## src/rtl/uart_pkg.sv

```systemverilog
`default_nettype none
// ============================================================================
// Module  : uart_pkg
// Purpose : Types and default constants shared by the UART receiver and
//           transmitter.
// Contents: uart_rx_state_t   receiver FSM state encoding
//           UART_CLKS_PER_BIT default clk cycles per bit period
//           UART_DATA_BITS    default data bits per frame
// Revision: 1.0  initial release
// ============================================================================
package uart_pkg;

  localparam int UART_CLKS_PER_BIT = 16;
  localparam int UART_DATA_BITS    = 8;

  typedef enum logic [2:0] {
    IDLE   = 3'd0,
    START  = 3'd1,
    DATA   = 3'd2,
    PARITY = 3'd3,
    STOP   = 3'd4
  } uart_rx_state_t;

endpackage : uart_pkg
`default_nettype wire

```

## src/rtl/uart_sync2.sv

```systemverilog
`default_nettype none
// ============================================================================
// Module  : uart_sync2
// Purpose : Two-flop synchronizer for an asynchronous single-bit input.
//           Both flops reset to 1 so an idle-high line reads idle out of reset.
// Ports   : clk  in   clock
//           rst  in   synchronous active-high reset
//           d    in   asynchronous input
//           q    out  synchronized output (two clk cycles of latency)
// Revision: 1.0  initial release
// ============================================================================
module uart_sync2 (
  input  logic clk,
  input  logic rst,
  input  logic d,
  output logic q
);

  logic meta;

  always_ff @(posedge clk) begin
    if (rst) begin
      meta <= 1'b1;
      q    <= 1'b1;
    end else begin
      meta <= d;
      q    <= meta;
    end
  end

endmodule : uart_sync2
`default_nettype wire

```

## src/rtl/uart_rx.sv

```systemverilog
`default_nettype none
// ============================================================================
// Module  : uart_rx
// Purpose : UART serial receiver. Synchronizes rxd, detects the start bit,
//           samples data bits at mid-bit (LSB first), checks the stop bit and
//           presents each good word with a one-cycle valid strobe. No
//           buffering: the consumer must take rxd_data on the strobe cycle.
// Config  : UART_RX_PARITY_EN - when defined, an even parity bit follows the
//           data bits and the parity_err output is present.
// Params  : CLKS_PER_BIT  clk cycles per bit (even, >= 4)
//           DATA_BITS     data bits per frame (5..9)
// Ports   : clk         in   clock
//           rst         in   synchronous active-high reset
//           rxd         in   asynchronous serial line, idles high
//           rxd_data    out  last correctly framed word
//           rxd_valid   out  one-cycle pulse when rxd_data was updated
//           frame_err   out  one-cycle pulse when stop bit sampled low
//           busy        out  high while the FSM is not in IDLE
//           parity_err  out  one-cycle pulse on parity mismatch (option)
// Revision: 1.0  initial release
// ============================================================================
module uart_rx
  import uart_pkg::*;
#(
  parameter int CLKS_PER_BIT = UART_CLKS_PER_BIT,
  parameter int DATA_BITS    = UART_DATA_BITS
) (
  input  logic                 clk,
  input  logic                 rst,
  input  logic                 rxd,
  output logic [DATA_BITS-1:0] rxd_data,
  output logic                 rxd_valid,
  output logic                 frame_err,
  output logic                 busy
`ifdef UART_RX_PARITY_EN
  ,
  output logic                 parity_err
`endif
);

  localparam int CNT_W = $clog2(CLKS_PER_BIT);
  localparam int IDX_W = $clog2(DATA_BITS + 1);

  localparam logic [CNT_W-1:0] CNT_HALF = CNT_W'(CLKS_PER_BIT / 2 - 1);
  localparam logic [CNT_W-1:0] CNT_LAST = CNT_W'(CLKS_PER_BIT - 1);
  localparam logic [IDX_W-1:0] IDX_LAST = IDX_W'(DATA_BITS - 1);

  logic                 rxd_s;
  uart_rx_state_t       state;
  uart_rx_state_t       state_nxt;
  logic [CNT_W-1:0]     cnt;
  logic [IDX_W-1:0]     idx;
  logic [DATA_BITS-1:0] shreg;

  logic cnt_half;
  logic cnt_full;
  logic valid_nxt;
  logic ferr_nxt;
  logic busy_nxt;

  assign cnt_half = (cnt == CNT_HALF);
  assign cnt_full = (cnt == CNT_LAST);

  uart_sync2 u_sync (
    .clk (clk),
    .rst (rst),
    .d   (rxd),
    .q   (rxd_s)
  );

  // --------------------------------------------------------------------------
  // State register
  // --------------------------------------------------------------------------
  always_ff @(posedge clk) begin
    if (rst) state <= IDLE;
    else     state <= state_nxt;
  end

  // --------------------------------------------------------------------------
  // Next-state logic
  // --------------------------------------------------------------------------
  always_comb begin
    state_nxt = state;
    case (state)
      IDLE:  if (!rxd_s) state_nxt = START;
      // A start bit that is high again at mid-bit was a glitch.
      START: if (cnt_half) state_nxt = rxd_s ? IDLE : DATA;
`ifdef UART_RX_PARITY_EN
      DATA:   if (cnt_full && (idx == IDX_LAST)) state_nxt = PARITY;
      PARITY: if (cnt_full) state_nxt = STOP;
`else
      DATA:   if (cnt_full && (idx == IDX_LAST)) state_nxt = STOP;
`endif
      STOP:  if (cnt_full) state_nxt = IDLE;
      default: state_nxt = IDLE;
    endcase
  end

  // --------------------------------------------------------------------------
  // Output decode (next values of the registered outputs)
  // --------------------------------------------------------------------------
  always_comb begin
    valid_nxt = (state == STOP) && cnt_full && rxd_s;
    ferr_nxt  = (state == STOP) && cnt_full && !rxd_s;
    busy_nxt  = (state_nxt != IDLE);
  end

  // --------------------------------------------------------------------------
  // Datapath and registered outputs
  // --------------------------------------------------------------------------
  always_ff @(posedge clk) begin
    if (rst) begin
      cnt       <= '0;
      idx       <= '0;
      shreg     <= '0;
      rxd_data  <= '0;
      rxd_valid <= 1'b0;
      frame_err <= 1'b0;
      busy      <= 1'b0;
    end else begin
      // The counter restarts on every state change and at every bit boundary.
      if ((state == IDLE) || (state_nxt != state) || cnt_full) cnt <= '0;
      else                                                     cnt <= cnt + CNT_W'(1);

      if (state != DATA)  idx <= '0;
      else if (cnt_full)  idx <= idx + IDX_W'(1);

      // LSB arrives first, so shifting in at the MSB leaves bit 0 at the
      // bottom once all DATA_BITS samples are in.
      if ((state == DATA) && cnt_full) shreg <= {rxd_s, shreg[DATA_BITS-1:1]};

      if (valid_nxt) rxd_data <= shreg;

      rxd_valid <= valid_nxt;
      frame_err <= ferr_nxt;
      busy      <= busy_nxt;
    end
  end

`ifdef UART_RX_PARITY_EN
  // Parity verdict is captured in PARITY and reported with the stop result,
  // so parity_err lines up with rxd_valid / frame_err.
  logic par_bad;

  always_ff @(posedge clk) begin
    if (rst) begin
      par_bad    <= 1'b0;
      parity_err <= 1'b0;
    end else begin
      if ((state == PARITY) && cnt_full) par_bad <= (^shreg) ^ rxd_s;
      parity_err <= (state == STOP) && cnt_full && par_bad;
    end
  end
`endif

endmodule : uart_rx
`default_nettype wire

```

## config.mk

```make
export PLATFORM = sky130hd
export DESIGN_NAME = uart_rx
export DESIGN_NICKNAME = d
export VERILOG_FILES = /design/src/rtl/uart_pkg.sv /design/src/rtl/uart_sync2.sv /design/src/rtl/uart_rx.sv
export SDC_FILE = /design/constraint.sdc
export NUM_CORES = 1
export LEC_CHECK = 0
export ABC_CLOCK_PERIOD_IN_PS = 2300
export CAP_MARGIN = 20
export CORE_MARGIN = 3
export CORE_UTILIZATION = 53
export DETAILED_ROUTE_END_ITERATION = 8
export GPL_ROUTABILITY_DRIVEN = 0
export GPL_TIMING_DRIVEN = 0
export PLACE_DENSITY = 0.74
export RECOVER_POWER = 50
export SYNTH_ARGS = -nofsm -noshare
export SYNTH_HDL_FRONTEND = slang
export SYNTH_HIERARCHICAL = 1
export SYNTH_SLANG_ARGS = --single-unit
```

## constraint.sdc

```tcl
create_clock -name clk -period 2.3 [get_ports clk]
set_clock_uncertainty 0.2 [all_clocks]
set_input_delay 0.46 -clock clk [delete_from_list [all_inputs] [get_ports clk]]
set_output_delay 0.46 -clock clk [all_outputs]
set_load 0.05 [all_outputs]
```

==> impl_metrics.env <==
export IMPL_power_density_mw_per_mm2=637
export IMPL_yosysTopAreaCellShare_pct=53.2
export IMPL_clk_pin_slew_ps=90
export IMPL_portBuffers=13
export IMPL_switching_share_pct=21.3
export IMPL_nNetsFinal=145
export IMPL_grt_max_degree=11
export IMPL_relSlewSlack_pct=66.4
export IMPL_drt_iter0_markers=4
export IMPL_htreeDepth=2
export IMPL_clockBufferDepth=2
export IMPL_antenna_cells=0
export IMPL_synth_async_reset_ratio_pct=0
export IMPL_synth_common_cells="dfxtp_1 (32), nor2_1 (26), mux2i_1 (16)"
export IMPL_crit_chain="clkdlybuf4s50_1"
export IMPL_rsz0062_at_grt="false"
export IMPL_synth_area_leader_cell="dfxtp_1"
export IMPL_fin_crit_sh_pct=93.2
export IMPL_critPathSlowestCell="clkdlybuf4s50_1"
export IMPL_grt_overflow=0
export IMPL_grt_pass1_wl_um=3460
export IMPL_synthDistinctLibCells=29
export IMPL_synth_edff_count=0
export IMPL_power_internal_uw=712
export IMPL_ant_nets=0
export IMPL_path_class="reg2out"
export IMPL_max_stage_delay_ps=810
export IMPL_synth_flop_cell="dfxtp_1"
export IMPL_path_buf_inv=1
export IMPL_totalWireLength_um=1930
export IMPL_setup_tns_ps=0
export IMPL_clkLatencyLatePin_ps=320
export IMPL_yosysWarningCount=6
export IMPL_critPathMaxFanout=2
export IMPL_fin_crit_ps=2140
export IMPL_vias=858
export IMPL_ys_seq_elements=32
export IMPL_num_rows=16
export IMPL_antenna_found_initial=0
export IMPL_drc=0
export IMPL_holdWs_ps=222
export IMPL_peakVddDrop_mv=0.666
export IMPL_area_growth_pct=17.9
export IMPL_ioPinCount=14
export IMPL_die_y_um=53.7
export IMPL_wl_per_cell_um=11.5
export IMPL_max_freq_ghz=0.467
export IMPL_cts_tree="built"
export IMPL_setup_viol=0
export IMPL_hold_violations=0
export IMPL_cp_start_kind="flip-flop"
export IMPL_critPathTopFamily="buffers and inverters"
export IMPL_synth_top_cells_by_area="dfxtp_1 (53%), mux2i_1 (13%), nor2_1 (8.1%)"
export IMPL_fill_cells=166
export IMPL_synthCells=120
export IMPL_p_switching_uw=193
export IMPL_power_clock_fraction_pct=35.4
export IMPL_synth_area_sq_mm=0.00120
export IMPL_combPwrFrac_pct=2.6
export IMPL_grt_usage_pct=17.2
export IMPL_root_buffer="clkbuf_4"
export IMPL_fin_util_pct=68.9
export IMPL_worstPathRequired_ps=1640
export IMPL_p_leak_uw=0.000580
export IMPL_cts_made_buffers=5
export IMPL_pwr_share_seq_pct=62.0
export IMPL_ys_seq_area_share_pct=53.2
export IMPL_grt_pass1_vias=841
export IMPL_drive_above_1_share_pct=7.80
export IMPL_cts_resized_gates=0
export IMPL_avgSynthCellArea_sq_um=10.0
export IMPL_yosysMostFrequentCell="dfxtp_1"
export IMPL_first_pass_iters=4
export IMPL_finalMaxSlewViolations=0
export IMPL_tightest_slew_ps=503
export IMPL_start_util_pct=58.4
export IMPL_synth_fp_nets=125
export IMPL_hp_class="reg2reg"
export IMPL_endpoint_kind="output port"
export IMPL_total_power_uw=905
export IMPL_coreArea_sq_mm=0.00206
export IMPL_avgViaCountPerCell=5.11
export IMPL_cap_violations=0
export IMPL_cp_data_arrival_time_ps=1480
export IMPL_status="finished clean"
export IMPL_die_w_um=53.7
export IMPL_detailed_place_hpwl_um=1460
export IMPL_rrSetupSlack_ps=240
export IMPL_die_area_sq_mm=0.00288
export IMPL_cts_setup_buffers=0
export IMPL_ctsHoldBuffers=0
export IMPL_cts_sinks=32
==> layout by cell type, fill, tap and decap left out, drive strengths merged, types with 3 or more instances in the layout <==
cell and count:
clkdlybuf4s50 12, nor2 26, dfxtp 32, nand2 5
mux2i 16, nand3 3, nor2b 3, clkbuf 10
xor2 3
==> path summary, 6_finish.rpt <==
check | start | endpoint | cells after the start
setup reg to reg | cnt[0] | rxd_data[7] | 7
setup / recovery | rxd_data[7] | rxd_data[7] | 1
hold reg to reg | u_sync/meta | u_sync/q | 1
hold / removal | u_sync/meta | u_sync/q | 1
==> registers in the layout, indices dropped and copies added (netlist names) <==
| name | count |
|---|---|
| rxd_data | 8 |
| shreg | 8 |
| cnt | 4 |
| idx | 4 |
| state | 3 |
| busy | 1 |
| frame_err | 1 |
| rxd_valid | 1 |
| u_sync/meta | 1 |
| u_sync/q | 1 |
==> power groups by stage <==
stage / registers (uW) / logic (uW) / clock network, uW
global placement: 573 / 23.8 / 0
floorplan: 576 / 11.6 / 0
CTS: 561 / 24.3 / 333
global route: 562 / 26.2 / 359
detailed placement: 574 / 24.1 / 0
finish: 561 / 23.6 / 321
==> cells by family after synthesis <==
group           after synthesis  share of synthesized area (%)
fa+ha+maj                     2                           2.08
simple gates                 53                           21.3
compound gates                6                           3.12
flops                        32                           53.2
buf+inv                       6                           3.43
xor+xnor                      5                           3.64
mux                          16                           13.3
==> cell type report <==
class,count,area [sq um],area share [%]
plain buffers,5,27.5,1.94
well taps,27,33.8,2.38
clock buffers,6,51.3,3.61
multi-input cells,82,523,36.8
repair buffers,13,130,9.16
inverters,1,3.75,0.264
flip-flops and latches,32,641,45.1
clock inverters,2,10.0,0.705
==> per-layer routing <==
metal / track usage, % / vias up / wire (um)
met1: 18.2 / 394 / 851
met4: 7.66 / 0 / 37
met5: 0 / - / 0
met2: 28.6 / 13 / 966
met3: 8.31 / 6 / 73
li1: - / 445 / -
==> per-stage QoR <==
step	worst slack, ps	cell area, sq um	cells
5_1_grt	61.1	1420	168
2_1_floorplan	600	1200	120
3_5_place_dp	66.4	1370	160
3_3_place_gp	85.5	1370	160
4_1_cts	135	1430	168
6_report	157	1420	168
(Power assumes the default switching activity.)
